[src/rtl/io_bus_arb_pkg.sv]
// Shared widths, owner tag encoding and read-tag type for the IO register bus arbiter.
package io_bus_arb_pkg;

    localparam int ADR_W      = 14;
    localparam int DATA_W_DEF = 32;

    typedef enum logic {
        OWNER_M0 = 1'b0,
        OWNER_M1 = 1'b1
    } owner_e;

    typedef struct packed {
        logic   vld;
        owner_e owner;
    } tag_t;

endpackage

[src/rtl/io_bus_arb_rr_pick2.sv]
// Two-input picker: round-robin on contention or fixed m0 priority, combinational grant.
// Last-grant flop moves only on a grant; resets to m1 so m0 wins the first contention.
module io_rr_pick2
    import io_bus_arb_pkg::*;
#(
    parameter bit RR_EN = 1'b1
) (
    input  logic   clk,
    input  logic   rst_n,
    input  logic   req0,
    input  logic   req1,
    output logic   gnt0,
    output logic   gnt1,
    output owner_e win
);

    owner_e last_q, last_d;

    always_comb begin
        gnt0 = 1'b0;
        gnt1 = 1'b1 & 1'b0;
        if (req0 && req1) begin
            if (RR_EN && (last_q == OWNER_M0)) begin
                gnt1 = 1'b1;
            end else begin
                gnt0 = 1'b1;
            end
        end else begin
            gnt0 = req0;
            gnt1 = req1;
        end
        win    = gnt1 ? OWNER_M1 : OWNER_M0;
        last_d = (gnt0 || gnt1) ? win : last_q;
    end

    always_ff @(posedge clk or negedge rst_n) begin
        if (!rst_n) begin
            last_q <= OWNER_M1;
        end else begin
            last_q <= last_d;
        end
    end

endmodule

[src/rtl/io_bus_arb.sv]
// Two-master arbiter for the IO register bus: grant in T, registered bus command in T+1, read rvalid in T+2.
// Masters hold their command until gnt; one grant per cycle, no other backpressure.
module io_bus_arb
    import io_bus_arb_pkg::*;
#(
    parameter bit RR_EN  = 1'b1,
    parameter int DATA_W = DATA_W_DEF
) (
    input  logic              clk,
    input  logic              rst_n,
    input  logic              m0_req,
    input  logic              m0_we,
    input  logic [ADR_W-1:0]  m0_adr,
    input  logic [DATA_W-1:0] m0_wdata,
    output logic              m0_gnt,
    output logic              m0_rvalid,
    output logic [DATA_W-1:0] m0_rdata,
    input  logic              m1_req,
    input  logic              m1_we,
    input  logic [ADR_W-1:0]  m1_adr,
    input  logic [DATA_W-1:0] m1_wdata,
    output logic              m1_gnt,
    output logic              m1_rvalid,
    output logic [DATA_W-1:0] m1_rdata,
    output logic              dma_io_we,
    output logic [ADR_W-1:0]  dma_io_wadr,
    output logic [DATA_W-1:0] dma_io_wdata,
    output logic [ADR_W-1:0]  dma_io_radr,
    output logic              dma_io_radr_en,
    input  logic [DATA_W-1:0] dma_io_rdata
);

    owner_e win;
    logic   gnt_any;
    logic   win_we;
    logic [ADR_W-1:0]  win_adr;
    logic [DATA_W-1:0] win_wdata;

    logic              we_q, we_d;
    logic              radr_en_q, radr_en_d;
    logic [ADR_W-1:0]  adr_q, adr_d;
    logic [DATA_W-1:0] wdata_q, wdata_d;
    tag_t              tag1_q, tag1_d;
    tag_t              tag2_q, tag2_d;

    io_rr_pick2 #(.RR_EN(RR_EN)) u_pick (
        .clk   (clk),
        .rst_n (rst_n),
        .req0  (m0_req),
        .req1  (m1_req),
        .gnt0  (m0_gnt),
        .gnt1  (m1_gnt),
        .win   (win)
    );

    always_comb begin
        gnt_any   = m0_gnt | m1_gnt;
        win_we    = (win == OWNER_M1) ? m1_we    : m0_we;
        win_adr   = (win == OWNER_M1) ? m1_adr   : m0_adr;
        win_wdata = (win == OWNER_M1) ? m1_wdata : m0_wdata;

        we_d      = gnt_any & win_we;
        radr_en_d = gnt_any & ~win_we;
        adr_d     = gnt_any ? win_adr : adr_q;
        wdata_d   = (gnt_any && win_we) ? win_wdata : wdata_q;

        // Stage 1 travels with radr_en; stage 2 lines up with the slave's returned data.
        tag1_d.vld   = radr_en_d;
        tag1_d.owner = win;
        tag2_d       = tag1_q;
    end

    always_ff @(posedge clk or negedge rst_n) begin
        if (!rst_n) begin
            we_q      <= 1'b0;
            radr_en_q <= 1'b0;
            adr_q     <= '0;
            wdata_q   <= '0;
            tag1_q    <= '0;
            tag2_q    <= '0;
        end else begin
            we_q      <= we_d;
            radr_en_q <= radr_en_d;
            adr_q     <= adr_d;
            wdata_q   <= wdata_d;
            tag1_q    <= tag1_d;
            tag2_q    <= tag2_d;
        end
    end

    assign dma_io_we      = we_q;
    assign dma_io_radr_en = radr_en_q;
    assign dma_io_wadr    = adr_q;
    assign dma_io_radr    = adr_q;
    assign dma_io_wdata   = wdata_q;

    assign m0_rvalid = tag2_q.vld && (tag2_q.owner == OWNER_M0);
    assign m1_rvalid = tag2_q.vld && (tag2_q.owner == OWNER_M1);
    assign m0_rdata  = dma_io_rdata;
    assign m1_rdata  = dma_io_rdata;

endmodule

[config.mk]
export PLATFORM = sky130hd
export DESIGN_NAME = io_bus_arb
export DESIGN_NICKNAME = d
export VERILOG_FILES = /design/src/rtl/io_bus_arb_pkg.sv /design/src/rtl/io_bus_arb_rr_pick2.sv /design/src/rtl/io_bus_arb.sv
export SDC_FILE = /design/constraint.sdc
export NUM_CORES = 1
export LEC_CHECK = 0
export ABC_CLOCK_PERIOD_IN_PS = 2200
export BUFFER_PORTS_ARGS = -buffer_cell sky130_fd_sc_hd__buf_2
export CORE_AREA = 3 3 100 102
export CTS_CLUSTER_SIZE = 28
export DETAILED_ROUTE_END_ITERATION = 8
export DIE_AREA = 0 0 103 105
export PLACE_DENSITY = 0.68
export SYNTH_ARGS = -nofsm -noshare
export SYNTH_HDL_FRONTEND = slang
export SYNTH_SLANG_ARGS = --single-unit
[constraint.sdc]
create_clock -name clk -period 2.2 [get_ports clk]
set_input_delay 0.11 -clock clk [delete_from_list [all_inputs] [get_ports clk]]
set_output_delay 0.11 -clock clk [all_outputs]
set_load 0.005 [all_outputs]
**Word-level counts from Yosys, hierarchy flattened**

Index checks and enable logic that the tools add are counted.

- Bits in registers: 52
- Output and inout bits: 130
- Input port bits: 130

- Muxes and demuxes: 8
- Reduce and logical (&&, ||, !) cells: 5
- Bitwise gates (word level): 5

Operator list:

| operator | number |
|---|---|
| $mux 32 | 1 |
| $mux 14 | 1 |
| $mux 1 | 6 |
| $logic_and 1x1->1 | 4 |
| $and 1x1->1 | 2 |
| $not 1->1 | 2 |
| $logic_or 1x1->1 | 1 |
| $or 1x1->1 | 1 |

**Depth between registers and ports, before layout**

Gate-level depths: netlist of run 1.

- Depth in word-level cells: 6
- Gate-level depth with buffers: 8

**Modules after synthesis**

A second synthesis of run 1 with hierarchy kept.

- Cell total of the unflattened synthesis: 259
- Area, all modules: 3168.0 um^2

Modules (own cells, without submodules):

| module | times used | area each (um^2) | sequential area each (um^2) | cells an instance |
|---|---|---|---|---|
| io_bus_arb | 1 | 3105.5 | 1276.2 | 252 |
| io_rr_pick2 | 1 | 62.6 | 26.3 | 7 |

**Worst setup path after synthesis of run 1**

No wires, ideal clock.

- Kind: reg-to-reg
- From: register u_pick.last_q
- To: register wdata_q[0] (netlist: dma_io_wdata[0])
- Clock period less this slack: 1.632 ns
- Data required time: 2.075 ns
- Setup slack: 0.568 ns
- Cell stages (with the launch flop): 8
- Arrival time: 1.507 ns
- Cells stage by stage: dfstp_2 > nand2_2 > nand2_4 > inv_4 > a32o_1 > buf_6 > buf_6 > mux2_4

- Longest elaborated chain between the ends: 5
- Elaborated cells between the ends (all ways): 9
- Classes of those cells: mux: 7; bitwise: 1; reduce/logical: 1

Ends and longest elaborated chain:

| element | RTL line | RTL |
|---|---|---|
| start, declared | io_bus_arb_rr_pick2.sv:17 | `owner_e last_q, last_d;` |
| start signal, assigned | io_bus_arb_rr_pick2.sv:40 | `last_q <= last_d;` |
| $mux 1 | io_bus_arb_rr_pick2.sv:23 | `if (RR_EN && (last_q == OWNER_M0)) begin` |
| $mux 1 | io_bus_arb_rr_pick2.sv:22 | `if (req0 && req1) begin` |
| $mux 1 | io_bus_arb_rr_pick2.sv:32 | `win = gnt1 ? OWNER_M1 : OWNER_M0;` |
| $mux 1 | io_bus_arb.sv:58 | `win_we = (win == OWNER_M1) ? m1_we : m0_we;` |
| $logic_and 1x1->1 | io_bus_arb.sv:65 | `wdata_d = (gnt_any && win_we) ? win_wdata : wdata_q;` |
| end signal, assigned | io_bus_arb.sv:85 | `wdata_q <= wdata_d;` |
| end, declared | io_bus_arb.sv:42 | `logic [DATA_W-1:0] wdata_q, wdata_d;` |

Parallel ways exist; a longest one is shown, timed or not.
A chain may end at the register's enable or synchronous reset.

**Worst setup path after layout of run 1**

- From: register u_pick.last_q
- To: register wdata_q[28] (netlist: dma_io_wdata[28])

The elaborated chain is that of the path after synthesis.

==> results.py, run 1 <==
metrics = {
    "run_status": {
        "outcome": "finished clean",
    },
    "pwr": {
        "p_seq_share_pct": 48.1,
        "swShare_pct": 28.4,
        "irDropWorstVdd_mv": 0.256,
        "power_density_mw_per_mm2": 724,
        "p_leak_nw": 1.79,
        "p_sw_mw": 0.735,
        "p_comb_share_pct": 30.4,
        "power_frac_clock_pct": 21.5,
        "intPower_mw": 1.85,
    },
    "global_routing": {
        "grt_use_total_pct": 12.7,
        "grt_pass1_wl_mm": 10.9,
        "antenna_found_initial": 0,
        "first_global_vias": 2173,
        "grt_max_degree": 36,
        "grt-ovfl-total": 0,
    },
    "sta": {
        "timing.fmax_mhz": 542,
        "finalMaxSlewViolations": 0,
        "rsz0062_at_grt": "no",
        "finalClockSkew_ns": 0.00797,
        "relSlewSlack_pct": 58.8,
        "min_period_over_period_pct": 83.9,
        "setup_viol": 0,
        "tightest_slew_ns": 0.618,
        "finalHoldViolations": 0,
        "timing.final.crit_period_ns": 1.85,
        "setup_ws_ns": 0.355,
    },
    "final_layout": {
        "multi_input_area_mm2": 0.00116,
        "nets": 464,
        "fill_cells": 879,
        "fin_cells": 446,
        "ff_latch_area_mm2": 0.00130,
        "drive_above_1_share_pct": 72.5,
        "area_growth_pct": 14.2,
        "diodes": 0,
    },
    "flow_run": {
        "cap_violations": 0,
    },
    "critical_path": {
        "crit_type": "reg -> reg",
        "cpLargestDelayFamily": "compound AO/OA/AOI/OAI gates",
        "crit_chain": "nand2b_1 > a32o_4 > mux2_1",
        "crit_slowest_cell": "a32o_4",
        "worstPathArrival_ns": 2.04,
        "cp_max_fo": 33,
        "critPathCaptureType": "register",
        "cp.required_ns": 2.39,
        "critPathBufInv": 0,
        "critical-path-max-stage-delay_ns": 0.62,
        "cp-start-kind": "register",
    },
    "floorplan": {
        "placementRows": 35,
        "io_pins": 260,
        "die_h_um": 105,
        "start_util_pct": 34.0,
        "die_w_um": 103,
        "coreArea_mm2": 0.00920,
        "die_area_mm2": 0.0108,
    },
    "drt": {
        "wl_mm": 7.12,
        "met3WireLength_um": 597,
        "drt-met1-wl_mm": 2.80,
        "first_pass_iters": 4,
        "met2WireLength_mm": 3.53,
        "via_per_inst": 4.63,
        "vias": 2064,
        "drtIter0Drc": 28,
        "wl_per_cell_um": 16.0,
        "highest_layer": "met4",
        "ant_nets": 0,
        "drcViolationCount": 0,
    },
    "clock_tree": {
        "post-cts-setup-buffers": 0,
        "h-tree-depth": 2,
        "cts_buffers": 5,
        "cts_buffer_depth": 2,
        "path_clk_slew_ns": 0.10,
        "clk_latency_ns": 0.31,
        "cts_tree": "done",
        "cts_sinks": 52,
        "root_buffer": "clkbuf_8",
    },
    "yosys": {
        "syn_area_mm2": 0.00313,
        "synth_cell_type_count": 26,
        "synth-edff-count": 0,
        "synth_top_flop_cell": "dfrtp_1",
        "ys_ff_latch": 52,
        "async_flop_share_pct": 100,
        "postSynthAreaPerCell_um2": 12.7,
        "syn_nets": 377,
        "yosys_warnings": 0,
        "ys_seq_area_share_pct": 41.6,
        "synth_top_area_share_pct": 40.8,
        "synthCells": 247,
        "synth.area.top_cells": "dfrtp_1 41%, buf_4 19%, mux2_4 14%",
        "synth.largest_area_cell": "dfrtp_1",
    },
    "place": {
        "place_congestion": 0.714,
        "dp_cells": 436,
        "hpwl_mm": 5.49,
        "pre_cts_slack_ns": -0.0729,
        "port_buffers": 163,
    },
    "worst_hold_path": {
        "min_path_type": "in -> reg",
    },
}
==> cell families after synthesis <==
kind of cell	count (synthesis)	share of synthesized area (%)
muxes	65	26.8
AOI/OAI and AO/OA	17	5.72
buffers and inverters	92	21.7
and+or+nand+nor	21	4.16
DFF	52	41.6
==> sequential cells by signal, indices dropped and copies added, names as in the netlist <==
name and flops:
tag1_q 2, dma_io_radr 14, dma_io_we 1, u_pick.last_q 1
tag2_q 2, dma_io_wdata 32
==> cells in the mapped netlist (2+ instances only) <==
library cell,n
buf_2,3
mux2_4,29
mux2_1,11
o221a_1,5
dfrtp_1,51
o221a_2,8
buf_4,79
buf_6,4
clkbuf_1,4
or3_1,13
mux2_2,24
nand2_1,2
==> layer usage <==
layer | global-route usage (%) | vias to the layer above
met5 | 0 | -
met4 | 5.18 | 0
met3 | 3.47 | 32
met2 | 21.7 | 117
met1 | 14.8 | 960
li1 | - | 955
==> worst reg2reg max path, delay by kind of cell, from the launching register on <==
| kind | cells | cell delay (ns) |
|---|---|---|
| mux | 1 | 0.41 |
| flops | 1 | 0.57 |
| simple gates | 1 | 0.15 |
| compound gates | 1 | 0.62 |
==> placed cells by master, fill, tap and decap left out, drive strengths merged <==
master       instances
o21a                 1
o22ai                1
clkbuf               5
buf                168
dfstp                1
nand2                4
and2                 1
mux2                64
dfrtp               51
clkinv               3
o221a               13
nor2b                1
nand2b               1
inv                  2
a2bb2oi              1
nand3                1
or3                 13
a32o                 1
mux2i                1
dlygate4sd3          2
==> stage by stage <==
step | area [um^2] | TNS [ns] | hold WS, ns | util (%) | power [mW]
after global placement | 3450 | -0.00124 | 0.0818 | 37.6 | 2.04
final | 3570 | 0 | 0.0257 | 38.8 | 2.59
after floorplan | 3130 | 0 | -0.186 | - | 1.81
after detailed placement | 3450 | -0.963 | 0.0983 | 37.6 | 2.06
after global routing | 3570 | 0 | 0.0176 | 38.8 | 2.75
after CTS | 3570 | 0 | 0.0117 | 38.8 | 2.64
==> power by group through the flow <==
| stage | registers, mW | clock network (mW) | logic (mW) |
|---|---|---|---|
| 5_1_grt | 1.27 | 0.617 | 0.864 |
| 3_3_place_gp | 1.26 | 0 | 0.779 |
| 6_report | 1.24 | 0.557 | 0.785 |
| 3_5_place_dp | 1.26 | 0 | 0.803 |
| 2_1_floorplan | 1.27 | 0 | 0.549 |
| 4_1_cts | 1.25 | 0.585 | 0.804 |
==> area by class of cell <==
type | count | area share (%)
Inverter | 2 | 0.280
Tap cell | 111 | 3.89
Sequential cell | 52 | 36.5
Multi-Input combinational cell | 103 | 32.5
Clock buffer | 5 | 1.93
Clock inverter | 3 | 0.525
Timing Repair Buffer | 170 | 24.4
==> worst paths after layout <==
path,start,end,slack [ns],depth (start not counted)
min in group asynchronous,rst_n,dma_io_wdata[21],0.27,2
min,m1_we,tag1_q[1],0.03,2
max,u_pick.last_q,dma_io_wdata[28],0.35,3
min reg2reg,tag1_q[0],tag2_q[0],0.36,0
max in group asynchronous,rst_n,dma_io_wdata[16],1.33,3
max reg2reg,u_pick.last_q,dma_io_wdata[28],0.35,3
==> timing repair <==
| item | CTS | global route |
|---|---|---|
| gates resized for setup | 1 | 0 |
| setup endpoints to repair | 32 | 0 |
| hold endpoints to repair | 18 | 0 |
| hold buffers | 2 | 0 |
No activity file was read; power rests on OpenSTA's default activity.
==> run 2: changes to the inputs <==
--- a/config.mk
+++ b/config.mk
@@ -5,13 +5,13 @@
 export SDC_FILE = /design/constraint.sdc
 export NUM_CORES = 1
 export LEC_CHECK = 0
-export ABC_CLOCK_PERIOD_IN_PS = 2200
+export ABC_CLOCK_PERIOD_IN_PS = 1500
 export BUFFER_PORTS_ARGS = -buffer_cell sky130_fd_sc_hd__buf_2
-export CORE_AREA = 3 3 100 102
+export CORE_MARGIN = 3
+export CORE_UTILIZATION = 35
 export CTS_CLUSTER_SIZE = 28
 export DETAILED_ROUTE_END_ITERATION = 8
-export DIE_AREA = 0 0 103 105
-export PLACE_DENSITY = 0.68
+export PLACE_DENSITY = 0.74
 export SYNTH_ARGS = -nofsm -noshare
 export SYNTH_HDL_FRONTEND = slang
 export SYNTH_SLANG_ARGS = --single-unit
==> constraint.sdc (replaced) <==
create_clock -name clk -period 1.5 [get_ports clk]
set_input_delay 0.075 -clock clk [delete_from_list [all_inputs] [get_ports clk]]
set_output_delay 0.075 -clock clk [all_outputs]
set_load 0.005 [all_outputs]
==> run 2 against run 1 <==
  * The flow now finishes with violations (negative setup slack)
  * Count of clock-buffer cells in the layout rose by 2
  * Core utilization increased by 5.1 points
  * Sequential cell count is the same
  * Wire length grew 4.6%
  * Hold slack got worse by 0.018 ns
  * Final cell count grew 1.3%
  * Register-to-register slack worse by 0.45 ns
  * Non-clock buffer count is 12 higher
  * Critical path depth is 3 higher
  * Worst setup slack lost 0.45 ns
  * Die area shrank 6.5%
  * Clock power increased by 52%
  * Largest cell class unchanged
  * Highest routed layer unchanged
==> results.py, run 2 (synthesized netlist as in run 1, its figures left out) <==
metrics = {
    "pwr": {
        "p_leak_nw": 1.89,
        "power_density_mw_per_mm2": 1050,
        "irDropWorstVdd_mv": 0.366,
        "totalPowerFinal_mw": 3.91,
    },
    "sta": {
        "relSlewSlack_pct": 71.3,
        "min_period_over_period_pct": 107,
        "fin_tns_setup_ns": -2.79,
        "finalClockSkew_ns": 0.00817,
        "rsz0062_at_grt": "yes",
        "finalMaxSlewViolations": 0,
        "tightest_slew_ns": 0.430,
        "setup_viol": 32,
        "timing.final.crit_period_ns": 1.60,
        "setup_ws_ns": -0.0998,
        "holdWs_ns": 0.00818,
        "timing.fmax_mhz": 625,
        "finalHoldViolations": 0,
    },
    "worst_hold_path": {
        "min_path_type": "in -> reg",
    },
    "final_layout": {
        "mostFrequentLayoutCell": "buf_2",
        "fin_cells": 452,
        "drive_above_1_share_pct": 75.5,
        "multi_input_area_mm2": 0.00119,
        "largest_reg_flops": 32,
        "area_growth_pct": 19.0,
        "nets": 476,
        "fill_cells": 813,
        "diodes": 0,
        "final_cell_mix": "163 x buf_2, 51 x dfrtp_1, 39 x mux2_4, 24 x mux2_2, 13 x or3_1",
        "ff_latch_area_mm2": 0.00130,
    },
    "drt": {
        "wl_mm": 7.45,
        "wl_per_cell_um": 16.5,
        "vias": 2122,
        "first_pass_iters": 4,
        "drcViolationCount": 0,
        "drtIter0Drc": 22,
        "ant_nets": 0,
        "via_per_inst": 4.69,
    },
    "critical_path": {
        "critPathCaptureType": "register",
        "cp_max_fo": 24,
        "cp.required_ns": 1.70,
        "critPathBufInv": 2,
        "crit_chain": "nand2_2 > nand2_4 > inv_4 > a32o_2 > buf_12 > mux2_1",
        "crit_slowest_cell": "dfstp_2",
        "cp-start-kind": "register",
        "cpLargestDelayFamily": "flip-flops",
        "critical-path-max-stage-delay_ns": 0.56,
        "worstPathArrival_ns": 1.80,
        "crit_type": "reg -> reg",
    },
    "clock_tree": {
        "root_buffer": "clkbuf_8",
        "h-tree-depth": 2,
        "cts_buffer_depth": 2,
        "clk_latency_ns": 0.30,
        "cts_sinks": 52,
        "cts_buffers": 5,
        "path_clk_slew_ns": 0.10,
        "cts_tree": "done",
    },
    "flow_run": {
        "cap_violations": 0,
    },
    "floorplan": {
        "coreArea_mm2": 0.00846,
        "start_util_pct": 37.0,
        "die_h_um": 101,
        "io_pins": 260,
        "die_w_um": 101,
        "placementRows": 33,
        "die_area_mm2": 0.0101,
    },
    "global_routing": {
        "first_global_vias": 2192,
        "grt_max_degree": 26,
        "antenna_found_initial": 0,
        "grt-ovfl-total": 0,
        "grt_use_total_pct": 14.0,
        "grt_pass1_wl_mm": 11.0,
    },
    "run_status": {
        "outcome": "complete, but fails checks",
        "violations": "negative setup slack",
    },
    "place": {
        "hpwl_mm": 5.72,
        "port_buffers": 163,
        "dp_cells": 437,
        "place_congestion": 0.745,
    },
}
-- run 2: changes by cell type in the layout (fill, tap and decap cells not counted), moves of 2 or more --
cell           before  now
mux2_4             29   39
mux2_1             11    1
dlygate4sd3_1       2    4
buf_4               5   12
buf_12              0    2
clkinv_2            2    0
-- run 2: tightest hold or removal path, delay by kind of cell --
kind          cells  cell delay [ns]
simple gates      2             0.12
buf+inv           1             0.09
-- run 2: final cells by class --
class                      instances  share of cell area (%)
multi-input combinational        103                    31.9
sequential                        52                    35.0
clock buffer                       7                    2.32
inverter                           2                   0.269
timing repair buffer             182                    26.8
tap                              105                    3.53
clock inverter                     1                   0.202
-- run 2: worst paths after layout --
| check | start | endpoint | slack (ns) | cells past startpoint |
|---|---|---|---|---|
| setup / recovery | u_pick.last_q | dma_io_wdata[29] | -0.1 | 6 |
| hold / removal | m0_adr[13] | dma_io_radr[13] | 0.008 | 3 |
| setup reg to reg | u_pick.last_q | dma_io_wdata[29] | -0.1 | 6 |
| hold reg to reg | tag1_q[0] | tag2_q[0] | 0.36 | 0 |
| max in group asynchronous | rst_n | dma_io_wdata[7] | 0.67 | 3 |
| min in group asynchronous | rst_n | dma_io_wdata[25] | 0.23 | 2 |
-- run 2: per-layer routing --
layer	wire, um	GRT usage (%)	up-vias
li1	-	-	980
met1	2860	16.5	987
met2	3640	23.6	126
met3	733	4.15	29
met4	211	5.80	0
met5	0	0	-
-- run 2: per-stage QoR --
| step | utilization (%) | setup slack, ns | cell area [um^2] |
|---|---|---|---|
| floorplan | - | -0.122 | 3130 |
| global placement | 41.6 | -0.0639 | 3520 |
| detailed placement | 41.6 | -0.0882 | 3520 |
| CTS | 43.5 | -0.104 | 3680 |
| global route | 44.0 | -0.143 | 3720 |
| finish | 44.0 | -0.0998 | 3720 |
-- run 2: power breakdown --
group / internal, mW / switching, mW / total (mW) / leakage, nW
clock: 0.376 / 0.471 / 0.848 / 0.0445
combinational: 0.792 / 0.447 / 1.24 / 1.24
sequential: 1.67 / 0.153 / 1.82 / 0.604
total: 2.84 / 1.07 / 3.91 / 1.89
-- run 2: repair_timing --
action                     in CTS  in global routing
gates resized for setup         7                  4
setup endpoints to repair      32                 33
buffers inserted                0                  3
hold buffers                    4                  0
hold endpoints to repair       18                  0
